[src/rtl/gate_truth_sweeper_if.sv]
// gate_truth_sweeper_if
//   Bundles the sweep handshake and the gate-block stimulus/response signals.
//   Optional feature macro: GATE_SWEEP_ERR_COUNT_EN (adds err_cnt).
// Signals:
//   start   - sweep request (to sweeper)
//   in1/in2 - stimulus A/B to the gate block (from sweeper)
//   gate_in - eight gate outputs under test (to sweeper)
//             [0] and [1] or [2] xor [3] nand [4] nor [5] xnor [6] ~in1 [7] ~in2
//   vec_idx - current vector index 0..3
//   busy    - sweep in progress
//   done    - one-cycle end-of-sweep pulse
//   pass    - high iff err_map == 0, valid from done
//   err_map - sticky per-gate mismatch map, gate_in bit order
//   err_cnt - (optional) total mismatching bits over the sweep
// Modports: master = sweeper side, slave = environment side.
interface gate_truth_sweeper_if;
  logic       start;
  logic       in1;
  logic       in2;
  logic [7:0] gate_in;
  logic [1:0] vec_idx;
  logic       busy;
  logic       done;
  logic       pass;
  logic [7:0] err_map;
`ifdef GATE_SWEEP_ERR_COUNT_EN
  logic [5:0] err_cnt;

  modport master (
    input  start, gate_in,
    output in1, in2, vec_idx, busy, done, pass, err_map, err_cnt
  );
  modport slave (
    output start, gate_in,
    input  in1, in2, vec_idx, busy, done, pass, err_map, err_cnt
  );
`else
  modport master (
    input  start, gate_in,
    output in1, in2, vec_idx, busy, done, pass, err_map
  );
  modport slave (
    output start, gate_in,
    input  in1, in2, vec_idx, busy, done, pass, err_map
  );
`endif
endinterface

[src/rtl/gate_truth_sweeper.sv]
// gate_truth_sweeper
//   Drives the two-input gate block through all four input combinations,
//   waits SETTLE_CYCLES after each, then compares the eight fed-back gate
//   outputs against the truth table. Reports a sticky mismatch map and a
//   pass flag with a one-cycle done pulse.
//   Optional feature macro: GATE_SWEEP_ERR_COUNT_EN adds err_cnt, the total
//   number of mismatching bits over a sweep.
// Parameters:
//   SETTLE_CYCLES - idle cycles between driving a vector and sampling it (0..255)
// Ports:
//   clk - clock, rising edge
//   rst - synchronous active-high reset
//   bus - gate_truth_sweeper_if.master (start, in1, in2, gate_in, vec_idx,
//         busy, done, pass, err_map[, err_cnt])
module gate_truth_sweeper #(
  parameter int unsigned SETTLE_CYCLES = 2
) (
  input  logic                  clk,
  input  logic                  rst,
  gate_truth_sweeper_if.master  bus
);

  typedef enum logic [1:0] {
    S_IDLE,
    S_SETTLE,
    S_SAMPLE,
    S_DONE
  } state_t;

  localparam bit         LP_NO_SETTLE = (SETTLE_CYCLES == 0);
  localparam logic [7:0] LP_LAST      = LP_NO_SETTLE ? 8'd0 : 8'(SETTLE_CYCLES - 1);

  state_t     r_state;
  state_t     w_state_nxt;

  logic [7:0] r_cnt;
  logic [1:0] r_vec_idx;
  logic       r_busy;
  logic       r_done;
  logic       r_pass;
  logic [7:0] r_err_map;

  logic [7:0] w_cnt_nxt;
  logic [1:0] w_vec_idx_nxt;
  logic       w_busy_nxt;
  logic       w_done_nxt;
  logic       w_pass_nxt;
  logic [7:0] w_err_map_nxt;

  logic       w_a;
  logic       w_b;
  logic [7:0] w_expected;
  logic [7:0] w_mismatch;
  logic [7:0] w_err_acc;

  // Stimulus is taken straight from the registered vector index, so in1/in2
  // are register outputs and change only where vec_idx does.
  assign w_a = r_vec_idx[1];
  assign w_b = r_vec_idx[0];

  assign w_expected = {~w_b, ~w_a, ~(w_a ^ w_b), ~(w_a | w_b), ~(w_a & w_b),
                       w_a ^ w_b, w_a | w_b, w_a & w_b};
  assign w_mismatch = bus.gate_in ^ w_expected;
  assign w_err_acc  = r_err_map | w_mismatch;

`ifdef GATE_SWEEP_ERR_COUNT_EN
  logic [5:0] r_err_cnt;
  logic [5:0] w_err_cnt_nxt;

  function automatic logic [3:0] popcnt8(input logic [7:0] v);
    logic [3:0] n;
    n = '0;
    for (int unsigned i = 0; i < 8; i++) begin
      n = n + 4'(v[i]);
    end
    return n;
  endfunction
`endif

  // State register
  always_ff @(posedge clk) begin
    if (rst) begin
      r_state <= S_IDLE;
    end else begin
      r_state <= w_state_nxt;
    end
  end

  // Next-state logic
  always_comb begin
    w_state_nxt = r_state;
    case (r_state)
      S_IDLE: begin
        if (bus.start) begin
          w_state_nxt = LP_NO_SETTLE ? S_SAMPLE : S_SETTLE;
        end
      end
      S_SETTLE: begin
        if (r_cnt == LP_LAST) begin
          w_state_nxt = S_SAMPLE;
        end
      end
      S_SAMPLE: begin
        if (r_vec_idx == 2'd3) begin
          w_state_nxt = S_DONE;
        end else begin
          w_state_nxt = LP_NO_SETTLE ? S_SAMPLE : S_SETTLE;
        end
      end
      S_DONE: begin
        w_state_nxt = S_IDLE;
      end
      default: begin
        w_state_nxt = S_IDLE;
      end
    endcase
  end

  // Output logic: next values of the registered outputs. done and pass are
  // produced on the edge entering DONE (pass from the final accumulated map),
  // so both are visible together for the whole DONE cycle.
  always_comb begin
    w_cnt_nxt     = r_cnt;
    w_vec_idx_nxt = r_vec_idx;
    w_busy_nxt    = r_busy;
    w_done_nxt    = 1'b0;
    w_pass_nxt    = r_pass;
    w_err_map_nxt = r_err_map;
`ifdef GATE_SWEEP_ERR_COUNT_EN
    w_err_cnt_nxt = r_err_cnt;
`endif
    case (r_state)
      S_IDLE: begin
        if (bus.start) begin
          w_cnt_nxt     = '0;
          w_vec_idx_nxt = '0;
          w_busy_nxt    = 1'b1;
          w_pass_nxt    = 1'b0;
          w_err_map_nxt = '0;
`ifdef GATE_SWEEP_ERR_COUNT_EN
          w_err_cnt_nxt = '0;
`endif
        end
      end
      S_SETTLE: begin
        w_cnt_nxt = r_cnt + 8'd1;
      end
      S_SAMPLE: begin
        w_err_map_nxt = w_err_acc;
`ifdef GATE_SWEEP_ERR_COUNT_EN
        w_err_cnt_nxt = r_err_cnt + 6'(popcnt8(w_mismatch));
`endif
        if (r_vec_idx == 2'd3) begin
          w_busy_nxt = 1'b0;
          w_done_nxt = 1'b1;
          w_pass_nxt = (w_err_acc == 8'd0);
        end else begin
          w_vec_idx_nxt = r_vec_idx + 2'd1;
          w_cnt_nxt     = '0;
        end
      end
      default: ;
    endcase
  end

  // Output / datapath registers
  always_ff @(posedge clk) begin
    if (rst) begin
      r_cnt     <= '0;
      r_vec_idx <= '0;
      r_busy    <= 1'b0;
      r_done    <= 1'b0;
      r_pass    <= 1'b0;
      r_err_map <= '0;
`ifdef GATE_SWEEP_ERR_COUNT_EN
      r_err_cnt <= '0;
`endif
    end else begin
      r_cnt     <= w_cnt_nxt;
      r_vec_idx <= w_vec_idx_nxt;
      r_busy    <= w_busy_nxt;
      r_done    <= w_done_nxt;
      r_pass    <= w_pass_nxt;
      r_err_map <= w_err_map_nxt;
`ifdef GATE_SWEEP_ERR_COUNT_EN
      r_err_cnt <= w_err_cnt_nxt;
`endif
    end
  end

  assign bus.in1     = w_a;
  assign bus.in2     = w_b;
  assign bus.vec_idx = r_vec_idx;
  assign bus.busy    = r_busy;
  assign bus.done    = r_done;
  assign bus.pass    = r_pass;
  assign bus.err_map = r_err_map;
`ifdef GATE_SWEEP_ERR_COUNT_EN
  assign bus.err_cnt = r_err_cnt;
`endif

endmodule
[src/flat_wrapper.sv]
// flat-port wrapper written by rule: the top's interface ports become plain ports
module gate_truth_sweeper_flat 
#(
  parameter int unsigned SETTLE_CYCLES = 2
)
  (clk, rst, bus_start, bus_gate_in, bus_in1, bus_in2, bus_vec_idx, bus_busy, bus_done, bus_pass, bus_err_map);
  gate_truth_sweeper_if bus_i ();
  input  logic clk;
  input  logic rst;
  input wire logic [$bits(bus_i.start)-1:0] bus_start;
  input wire logic [$bits(bus_i.gate_in)-1:0] bus_gate_in;
  output wire logic [$bits(bus_i.in1)-1:0] bus_in1;
  output wire logic [$bits(bus_i.in2)-1:0] bus_in2;
  output wire logic [$bits(bus_i.vec_idx)-1:0] bus_vec_idx;
  output wire logic [$bits(bus_i.busy)-1:0] bus_busy;
  output wire logic [$bits(bus_i.done)-1:0] bus_done;
  output wire logic [$bits(bus_i.pass)-1:0] bus_pass;
  output wire logic [$bits(bus_i.err_map)-1:0] bus_err_map;
  assign bus_i.start = bus_start;
  assign bus_i.gate_in = bus_gate_in;
  assign bus_in1 = bus_i.in1;
  assign bus_in2 = bus_i.in2;
  assign bus_vec_idx = bus_i.vec_idx;
  assign bus_busy = bus_i.busy;
  assign bus_done = bus_i.done;
  assign bus_pass = bus_i.pass;
  assign bus_err_map = bus_i.err_map;
  gate_truth_sweeper #(.SETTLE_CYCLES(SETTLE_CYCLES)) u_core (.clk(clk), .rst(rst), .bus(bus_i));
endmodule
[config.mk]
export PLATFORM = sky130hd
export DESIGN_NAME = gate_truth_sweeper_flat
export DESIGN_NICKNAME = d
export VERILOG_FILES = /design/src/rtl/gate_truth_sweeper_if.sv /design/src/rtl/gate_truth_sweeper.sv /design/src/flat_wrapper.sv
export SDC_FILE = /design/constraint.sdc
export NUM_CORES = 1
export LEC_CHECK = 0
export ABC_AREA = 1
export CAP_MARGIN = 10
export CORE_UTILIZATION = 50
export DETAILED_ROUTE_END_ITERATION = 8
export PLACE_DENSITY = 0.79
export RECOVER_POWER = 100
export SETUP_SLACK_MARGIN = 0.15
export SLEW_MARGIN = 30
export SYNTH_ARGS = -nofsm -noshare
export SYNTH_HDL_FRONTEND = slang
export SYNTH_SLANG_ARGS = --single-unit
[constraint.sdc]
create_clock -name clk -period 1.9 [get_ports clk]
set_clock_uncertainty 0.05 [all_clocks]
set_input_delay 0.285 -clock clk [delete_from_list [all_inputs] [get_ports clk]]
set_output_delay 0.285 -clock clk [all_outputs]
set_load 0.1 [all_outputs]
### Word-level counts from Yosys, hierarchy flattened

Cells that the tools add are included.

| storage, ports and cells | value |
|---|---|
| flip-flop bits (word level) | 23 |
| bits in latches | 0 |
| bits in writable memories | 0 |
| ROM bits | 0 |
| input bits | 11 |
| output and inout bits | 15 |
| word-level logic and storage cells | 57 |
| memories | 0 |

| cells by class | value |
|---|---|
| $add $sub $neg | 2 |
| multiply operators | 0 |
| divide/modulo/power cells | 0 |
| $lt $le $gt $ge | 0 |
| eq/ne operators | 9 |
| shift-type cells | 0 |
| muxes and demuxes | 18 |
| bitwise gates (word level) | 11 |
| reductions and logical operators | 10 |

Operator list:

| cell | number |
|---|---|
| one-hot mux 8 bit (3 select lines) | 1 |
| two-way mux 8 bit | 2 |
| one-hot mux 8 bit (2 select lines) | 1 |
| two-way mux 2 bit | 5 |
| AND reduction 3 bit | 3 |
| adder 8 x 1 -> 8 bit (second input constant) | 1 |
| equality test 8 x 1 -> 1 bit (second input constant) | 1 |
| zero test 8 bit | 1 |
| bitwise OR 8 bit | 1 |
| one-hot mux 2 bit (4 select lines) | 1 |
| bitwise XOR 8 bit | 1 |
| equality test 2 bit (second input constant) | 3 |
| NOT 1 bit | 6 |
| two-way mux 1 bit | 5 |
| != test 2 x 1 -> 1 bit (second input constant) | 2 |
| != test 2 bit (second input constant) | 2 |
| one-hot mux 1 bit (2 select lines) | 2 |
| one-hot mux 2 bit (2 select lines) | 1 |
| AND reduction 2 bit | 2 |
| nonzero test 3 bit | 1 |
| adder 2 x 1 -> 2 bit (second input constant) | 1 |
| equality test 2 x 1 -> 1 bit (second input constant) | 1 |
| zero test 2 bit | 1 |
| nonzero test 2 bit | 1 |
| 4 further kinds | 4 |

### Depth between registers and ports, before layout

Gate-level depths: netlist of the first run.

| depth | value |
|---|---|
| word-level depth | 7 |
| depth in mapped cells | 10 |
| mapped depth without buffers | 10 |

### Worst setup path before layout of the first run

Ideal clock, no wire load.

| timing | value |
|---|---|
| path kind | register to register |
| from | register u_core.r_vec_idx[0], in the netlist u_core.bus.vec_idx[0] |
| to | register u_core.r_pass, in the netlist u_core.bus.pass |
| setup time | 71 ps |
| arrival | 2096 ps |
| required time | 1779 ps |
| slack | -317 ps |
| cell stages (with the launch flop) | 10 |
| path buffers | 0 |
| clock period less this slack | 2217 ps |
| cell sequence | dfxtp_1 inv_1 ha_1 nand2_1 nand2_1 nor2_1 nand2_1 nor2_1 nand3_1 a21oi_1 |

| on the way | value |
|---|---|
| longest elaborated chain between the ends | 7 |
| elaborated cells on any way between the ends | 15 |
| classes of those cells | eq/ne: 2; mux: 2; bitwise: 9; reduce/logical: 2 |

RTL lines:

| what | RTL line | text |
|---|---|---|
| start, declared | gate_truth_sweeper.sv:37 | `logic [1:0] r_vec_idx;` |
| start signal, assigned | gate_truth_sweeper.sv:180 | `r_vec_idx <= w_vec_idx_nxt;` |
| bitwise AND 1 bit, or another cell as far along | gate_truth_sweeper.sv:61, gate_truth_sweeper.sv:62 |  |
| NOT 1 bit | gate_truth_sweeper.sv:61 | `assign w_expected = {~w_b, ~w_a, ~(w_a ^ w_b), ~(w_a \| w_b), ~(w_a & w_b),` |
| bitwise XOR 8 bit | gate_truth_sweeper.sv:63 | `assign w_mismatch = bus.gate_in ^ w_expected;` |
| bitwise OR 8 bit | gate_truth_sweeper.sv:64 | `assign w_err_acc = r_err_map \| w_mismatch;` |
| zero test 8 bit | gate_truth_sweeper.sv:156 | `w_pass_nxt = (w_err_acc == 8'd0);` |
| two-way mux 1 bit | gate_truth_sweeper.sv:153 | `if (r_vec_idx == 2'd3) begin` |
| one-hot mux 1 bit (2 select lines) | gate_truth_sweeper.sv:132 | `case (r_state)` |
| end signal, assigned | gate_truth_sweeper.sv:183 | `r_pass <= w_pass_nxt;` |
| end, declared | gate_truth_sweeper.sv:40 | `logic r_pass;` |

Several ways; a longest one is shown, not always the timed one. The select of a mux whose other input is x is not followed.
A chain may end at the register's enable or synchronous reset.

### Final worst setup path of the first run

| timing | value |
|---|---|
| from | register u_core.r_vec_idx[0], in the netlist u_core.bus.vec_idx[0] |
| to | register u_core.r_cnt[6] |

| on the way | value |
|---|---|
| longest elaborated chain between the ends | 3 |

RTL lines:

| what | RTL line | text |
|---|---|---|
| equality test 2 bit | gate_truth_sweeper.sv:153 |  |
| != test 2 bit (no source line) | -- |  |
| AND reduction 3 bit (no source line) | -- |  |
| end signal, assigned | gate_truth_sweeper.sv:179 | `r_cnt <= w_cnt_nxt;` |
| end, declared | gate_truth_sweeper.sv:36 | `logic [7:0] r_cnt;` |

No other way between the ends.

==> results of run 1 <==
synth_stat cells, types with 2 or more instances:
| library cell | count | area (um^2) |
|---|---|---|
| ha_1 | 5 | 62.6 |
| inv_1 | 22 | 82.6 |
| nor3_1 | 8 | 40.0 |
| inv_2 | 5 | 18.8 |
| dfxtp_1 | 23 | 460 |
| nor2_4 | 2 | 22.5 |
| o21ai_1 | 3 | 15.0 |
| o21ai_0 | 4 | 20.0 |
| buf_4 | 2 | 15.0 |
| nor2_1 | 31 | 116 |
| nand3_1 | 6 | 30.0 |
| nand2_1 | 38 | 143 |
| nor2_2 | 2 | 12.5 |
| a21oi_1 | 17 | 85.1 |
registers in the layout, indices dropped and copies added, names as in the netlist:
register            cells
u_core.r_state          2
u_core.bus.vec_idx      2
u_core.bus.busy         1
u_core.bus.pass         1
u_core.bus.err_map      8
u_core.bus.done         1
u_core.r_cnt            8
per-stage QoR:
step                power, mW  instances  cell area (um^2)
global placement        0.853        231              1480
floorplan               0.779        180              1240
CTS                      1.08        235              1500
detailed placement      0.860        231              1480
global route             1.12        235              1450
finish                   1.06        235              1450
final cells by class:
class,instances,area [um^2],area share [%]
clock buffer,4,26.3,1.82
inverter,27,101,7.01
multi-input combinational,127,632,43.7
sequential,23,468,32.4
tap,28,35.0,2.42
timing repair buffer,26,183,12.6
worst max-delay path, stage by stage (launching register included):
cell,delay (ns)
dfxtp_4,0.39
ha_1,0.26
o21ai_0,0.30
nand2_4,0.13
o21ai_2,0.21
inv_2,0.08
o21ai_0,0.08
a21oi_1,0.05
cell families after synthesis:
| group | after synthesis | share of synthesized area (%) |
|---|---|---|
| DFF | 23 | 37.4 |
| AOI/OAI and AO/OA | 28 | 12.7 |
| and+or+nand+nor | 92 | 33.7 |
| buffers and inverters | 30 | 9.75 |
| adders and majority gates | 5 | 5.08 |
| xor gates and xnor gates | 2 | 1.42 |
worst min-delay path by stage:
stage	depth (start not counted)	to	startpoint
finish	2	u_core.bus.busy$_SDFFE_PP0P_	u_core.bus.busy$_SDFFE_PP0P_
global route	2	u_core.bus.pass$_SDFFE_PP0P_	u_core.bus.pass$_SDFFE_PP0P_
CTS	2	u_core.bus.busy$_SDFFE_PP0P_	u_core.bus.busy$_SDFFE_PP0P_
detailed placement	2	u_core.bus.busy$_SDFFE_PP0P_	u_core.bus.busy$_SDFFE_PP0P_
global placement	2	u_core.bus.busy$_SDFFE_PP0P_	u_core.bus.busy$_SDFFE_PP0P_
floorplan	1	u_core.bus.err_map[2]$_SDFFE_PP0P_	rst
power groups by stage:
stage	Clock, mW	Sequential, mW	Combinational, mW
2_1_floorplan	0	0.607	0.172
3_3_place_gp	0	0.536	0.317
3_5_place_dp	0	0.537	0.323
4_1_cts	0.232	0.526	0.324
5_1_grt	0.255	0.528	0.340
6_report	0.221	0.525	0.309
repair_timing:
action                     4_1_cts  5_1_grt
setup buffers                    0        0
setup endpoints to repair        0        1
gates resized for setup          0        1
layer usage:
| metal | wire [um] | vias up |
|---|---|---|
| met1 | 1280 | 514 |
| met5 | 0 | - |
| li1 | - | 619 |
| met4 | 17 | 0 |
| met3 | 93 | 2 |
| met2 | 1280 | 25 |
==> results, run 1 <==
- The flow ran to the end, and the final reports show no timing, DRC or antenna violations.
- Dividing the synthesized area by the synthesized cell count gives 6.85 um^2.
- The power density over the cells is 730 mW/mm^2.
- CTS built an H-tree with a depth of 1.
- The post-place setup slack is 0.314 ns.
- Cells fill 63.5% of the core in the end.
- The origin of the worst setup path is u_core.bus.vec_idx[0]$_SDFFE_PP0P_.
- The time the final worst path needs with I/O delays and setup is 1.65 ns.
- The final hold violation count is 0.
- CTS saw 23 sinks.
- Based on the critical path, the design can be clocked at up to 605 MHz.
- The total clock buffers created by CTS is 3.
- The routed layout has 1,160 vias.
- Setup violations remaining at the end of the flow were counted as 0.
- The fraction of layout instances using a drive strength above 1 is 15.0%.
- The global routing met1 resource utilization is 27.3%.
- The worst-skew pair later-pin latency is 0.30 ns.
- The final weighted congestion in routability-driven placement is 0.901.
- In this run the horizontal extent of the chip is 51.6 um.
- The worst setup path endpoint is u_core.r_cnt[6]$_SDFFE_PP0P_.
- For met3 alone, demand over resource in global routing was 3.80%.
- The vertical die dimension is 51.6 um.
- The number of nets handed over by synthesis was 196.
- The max-capacitance violation count is 0.
- The layer flagged by global routing as most heavily used is met2.
- The number of violations reported at the end of detailed-routing iteration 0 is 29.
- The total track usage is 21.7%.
- The register-to-register setup slack is 0.25 ns.
- Counting flops with an async set or reset pin after synthesis yields a share of 0%.
- The internal power of the cells totals 670 uW.
- Summed over all nets, the half-perimeter wirelength after detailed placement is 2070 um.
- The final number of max-transition violations was 0.
- The final clock period utilization by the worst path is 87.1%.
- The total negative slack for setup checks is 0 ns.
- The library cell used most frequently in the layout, excluding fill and tap cells, is nand2_1.
- Per report_power, the sequential group accounts for 49.8% of the total.
- The number of buffers inserted by port buffering is 25.
- The first-pass iteration count of the detailed router is 5.
- The power share of the clock group is 20.9%.
- The number of global-route vias before repair is 1,008.
- 26 I/O pins were placed.
- Sequential elements use 37.4% of the synthesized area.
- In this run the critical register-to-register path is launched from u_core.bus.vec_idx[0]$_SDFFE_PP0P_.
- The final net count is 224.
- Using the TritonRoute via totals, the vias-per-cell ratio works out to 4.94.
- The worst-path maximum fanout is 8.
- The Yosys warning count is 0.
- The floorplan core area is 0.00228 mm^2.
- The repair_antennas step left the layout with diodes totalling 0.
- Entering global routing, the biggest net connects 13 pins.
- The number of enable flip-flop cells after synthesis is 0.
- Across all setup checks in the final design, the least slack found is 0.246 ns.
- The TritonCTS clock tree is built.
- The count of standard-cell rows is 17.
- Setup repair after global routing left no endpoint under its margin.
- For the pin with the worst max-slew slack, the measured transition is 0.544 ns.
- The clock transition at the registers of the reported paths is 0.12 ns.
- The met2 demand-to-capacity share in global routing is 35.9%.
- The analysis attributes to net switching a power of 385 uW.
- The number of standard cells after synthesis is 180.
- For this design the static power due to leakage is 0.647 nW.
- Summed over all layers, the routed wires come to 2660 um.
- The post-cts hold buffer count is 0.
- The headroom to the max-slew limit is 63.9%.
- In this run the deepest clock path goes through 2 buffers.
- The number of distinct library cell variants in the gate-level netlist after synthesis is 26.
- The final worst hold slack is 0.424 ns.
- Synthesis inferred 23 register bits.
- The endpoint type of the worst setup path is a flop.
- The number of antenna-violating nets in the routed design is 0.
- The number of fillers in the final layout is 221.
- The end of the worst register-to-register path is u_core.r_cnt[6]$_SDFFE_PP0P_.
- The setup path with the least slack is of type reg -> reg.
- Global routing finished with a remaining overflow of 0.
- For this run, design rule violations remaining after detail routing come to 0.
- For the worst setup path, the data arrival time is 1.81 ns.
- The post-synthesis cell area is 0.00123 mm^2.
- The worst register-to-register path has a depth of 7.
- The path class of the tightest hold or removal check is reg -> reg.
- STA classifies the critical path startpoint as a flop.
- The wire length of the first global-routing pass is 4310 um.
- The share of power burned in combinational logic is 29.3%.
- The cell chosen for the clock root is clkbuf_4.
- The switching part of the total power is 36.5%.
- The most used flip-flop cell after synthesis is dfxtp_1.
- The initial cell density of the core is 54.2%.
- The relative area change from synthesis to final layout is 17.3%.
- The die covers 0.00267 mm^2.
- The initial antenna violation count came to 0.
- The worst endpoint required time is 2.06 ns.
- In the layout the commonest cells are nand2_1 (38), nor2_1 (32), inv_1 (24), dfxtp_1 (21), a21oi_1 (17).
- The worst IR drop on VDD is 0.384 mV.
- After detailed routing, the average wire length per cell comes to 11.3 um.
Power figures use the tool's default switching activity.
==> inputs of run 2 (changes only) <==
- CTS_CLUSTER_SIZE: unset -> 16
==> results of run 2 <==
Same layout as run 1: the final DEF is identical, and so are final timing and power.
==> inputs of run 3 (changes only) <==
- CORE_UTILIZATION: 50 -> 35
- CTS_BUF_LIST: unset -> sky130_fd_sc_hd__clkbuf_4
- PLACE_DENSITY: 0.79 -> unset
==> results, run 3 (synthesis gave the netlist of run 1 again) <==
- The final number of max-transition violations is 0 (unchanged).
- The post-DP HPWL was 2100 um (was 2070 um).
- The max-capacitance violation count is 0 (unchanged).
- The worst-path maximum fanout came to 8 (unchanged).
- The total clock buffers created by CTS is 3 (unchanged).
- The number of cells traversed by the worst register-to-register path is 6 (was 7).
- The most common cell after layout, fill and taps aside is nand2_1 (unchanged).
- The cell seen most often among critical-path stages is nor2_1 (was o21ai_0).
- The total via count in the routed design is 1,178 (was 1,160).
- The class of the tightest hold or removal check is reg -> reg (unchanged).
- The delay of the slowest critical-path stage is 0.39 ns (about the same).
- The sum of overflow across all layers after global routing is 0 (unchanged).
- The TritonCTS clock tree is built (unchanged).
- The cell chosen for the clock root is clkbuf_4 (unchanged).
- Highest-count cells in the layout ignoring fill and taps: nand2_1 (39), nor2_1 (33), inv_1 (24), dfxtp_1 (21), a21oi_1 (17) (was nand2_1 (38), nor2_1 (32), inv_1 (24), dfxtp_1 (21), a21oi_1 (17)).
- The routed length per instance was 10.9 um (was 11.3 um).
- The end of the worst register-to-register path is u_core.r_cnt[3]$_SDFFE_PP0P_ (was u_core.r_cnt[6]$_SDFFE_PP0P_).
- The number of fillers in the final layout is 390 (was 221).
- The total negative slack for setup checks was 0 ns (unchanged).
- The initial antenna violation count is 0 (unchanged).
- The count of cells along the worst hold path was 2 (unchanged).
- The origin of the worst setup path is u_core.bus.vec_idx[0]$_SDFFE_PP0P_ (unchanged).
- RSZ-0062 raised after global routing: no (unchanged).
- The number of buffers inserted by port buffering is 25 (unchanged).
- Cells along the critical path: ha_1, o21ai_2, nand2_1, nor2_1, xor2_1, nor2_1 (was ha_1, o21ai_0, nand2_4, o21ai_2, inv_2, o21ai_0, a21oi_1).
- The cell with the biggest individual delay on the critical path was dfxtp_4 (unchanged).
- The count of standard-cell rows was 21 (was 17).
- The transition at the pin with the smallest max-transition slack is 0.545 ns (was 0.544 ns).
- Run status: completed (unchanged).
- The number of buffers and inverters on the critical path is 0 (was 1).
- The final weighted congestion in routability-driven placement was 0.815 (was 0.901).
- The top-level I/O count is 26 (unchanged).
- The total die area came to 0.00376 mm^2 (was 0.00267 mm^2).
- The time the final worst path needs with I/O delays and setup is 1.64 ns (was 1.65 ns).
- The number of global-route vias before repair was 1,006 (was 1,008).
- The final worst hold slack is 0.431 ns (was 0.424 ns).
- The average via count per standard cell came to 4.66 (was 4.94).
- The worst min-delay path startpoint is u_core.bus.pass$_SDFFE_PP0P_ (was u_core.bus.busy$_SDFFE_PP0P_).
- The vertical die dimension was 61.3 um (was 51.6 um).
- The fraction of layout instances using a drive strength above 1 came to 15.0% (unchanged).
- The first-pass iteration count of the detailed router is 4 (was 5).
- The number of violations reported at the end of detailed-routing iteration 0 is 26 (was 29).
- The maximum root-to-sink buffer count is 2 (unchanged).
- The worst-skew pair later-pin latency is 0.32 ns (was 0.30 ns).
- The wire length of the first global-routing pass came to 4400 um (was 4310 um).
- The final hold violation count was 0 (unchanged).
- The clock transition at the registers of the reported paths was 0.13 ns (was 0.12 ns).
- The floorplan die width is 61.3 um (was 51.6 um).
- The headroom to the max-slew limit was 63.8% (was 63.9%).
- The leakage power is 0.651 nW (was 0.647 nW).
- The floorplan core area is 0.00336 mm^2 (was 0.00228 mm^2).
- The power density over the cells is 735 mW/mm^2 (was 730 mW/mm^2).
- The relative area change from synthesis to final layout is 18.9% (was 17.3%).
- The endpoint type of the worst setup path is a flop (unchanged).
- The area of combinational cells with multiple inputs came to 626 um^2 (was 632 um^2).
- The final setup violation count is 0 (unchanged).
- The CTS H-tree depth came to 1 (unchanged).
- The total setup buffers inserted after CTS was 0 (unchanged).
- The worst IR drop on VDD was 0.265 mV (was 0.384 mV).
- The end-of-flow core utilization is 43.6% (was 63.5%).
- The final clock period utilization by the worst path is 86.5% (was 87.1%).
- The startpoint class of the critical path is a flop (unchanged).
- The number of antenna-violating nets in the routed design came to 0 (unchanged).
- The TritonCTS sink count is 23 (unchanged).
- The pin count of the biggest net entering global routing is 13 (unchanged).
- The final net count is 224 (unchanged).
- The cell type group with the largest total delay on the critical path is simple AND/OR/NAND/NOR gates (was compound AO/OA/AOI/OAI gates).
- The achievable clock frequency is 608 MHz (was 605 MHz).
- The flip-flop and latch area is 468 um^2 (unchanged).
- The antenna diode count is 0 (unchanged).
- The total track usage is 16.0% (was 21.7%).
- The initial cell density of the core is 36.6% (was 54.2%).
- The critical register-to-register path startpoint is u_core.bus.vec_idx[0]$_SDFFE_PP0P_ (unchanged).
- The start-to-end type of the worst setup path is reg -> reg (unchanged).
- The register-to-register setup slack is 0.26 ns (was 0.25 ns).
- The capture endpoint of the worst hold path is u_core.bus.pass$_SDFFE_PP0P_ (was u_core.bus.busy$_SDFFE_PP0P_).
- The detailed-route DRC error count is 0 (unchanged).
- The signal arrival time at the worst endpoint came to 1.81 ns (about the same).
- The worst endpoint required time was 2.07 ns (was 2.06 ns).
- The final wirelength is 2760 um (was 2660 um).
-- run 3: cell counts in the layout (fill, tap and decap cells not counted) --
No cell type changed its count.
-- run 3: final cells by class --
cell class / instances / area share (%)
Tap cell: 46 / 3.93
Timing Repair Buffer: 26 / 12.5
Inverter: 27 / 6.92
Multi-Input combinational cell: 127 / 42.7
Sequential cell: 23 / 31.9
Clock buffer: 4 / 2.05
-- run 3: worst min-delay path: stages, from the launching register on --
cell	delay, ns
dfxtp_1	0.34
nand2_1	0.06
a21oi_1	0.05
-- run 3: worst max-delay path by stage --
stage / cells after the start / to
finish: 6 / u_core.r_cnt[3]$_SDFFE_PP0P_
global route: 7 / u_core.r_cnt[4]$_SDFFE_PP0P_
detailed placement: 8 / u_core.r_cnt[4]$_SDFFE_PP0P_
floorplan: 9 / u_core.bus.pass$_SDFFE_PP0P_
CTS: 9 / u_core.bus.pass$_SDFFE_PP0P_
global placement: 8 / u_core.r_cnt[6]$_SDFFE_PP0P_
-- run 3: power breakdown --
part | switching (mW) | internal, mW | total, mW
clock | 0.152 | 0.0965 | 0.249
sequential | 0.0252 | 0.502 | 0.528
combinational | 0.217 | 0.0838 | 0.300
-- run 3: through the flow --
step | setup WS, ns | instance area, um^2 | instances | power, mW
finish | 0.256 | 1470 | 253 | 1.08
global placement | 0.303 | 1500 | 249 | 0.854
detailed placement | 0.277 | 1500 | 249 | 0.859
floorplan | 0.243 | 1240 | 180 | 0.779
CTS | 0.288 | 1530 | 253 | 1.11
global route | 0.0982 | 1470 | 253 | 1.15
-- run 3: timing repair --
action / CTS / global route
gates resized for setup: 0 / 2
setup endpoints to repair: 0 / 2
hold buffers: 0 / 0
-- run 3: metal layers --
layer	track usage [%]	up-vias	share of wire [%]
met5	0	-	0
li1	-	623	-
met2	24.7	22	43
met4	6.67	0	1.6
met3	2.52	5	3.4
met1	22.2	528	52
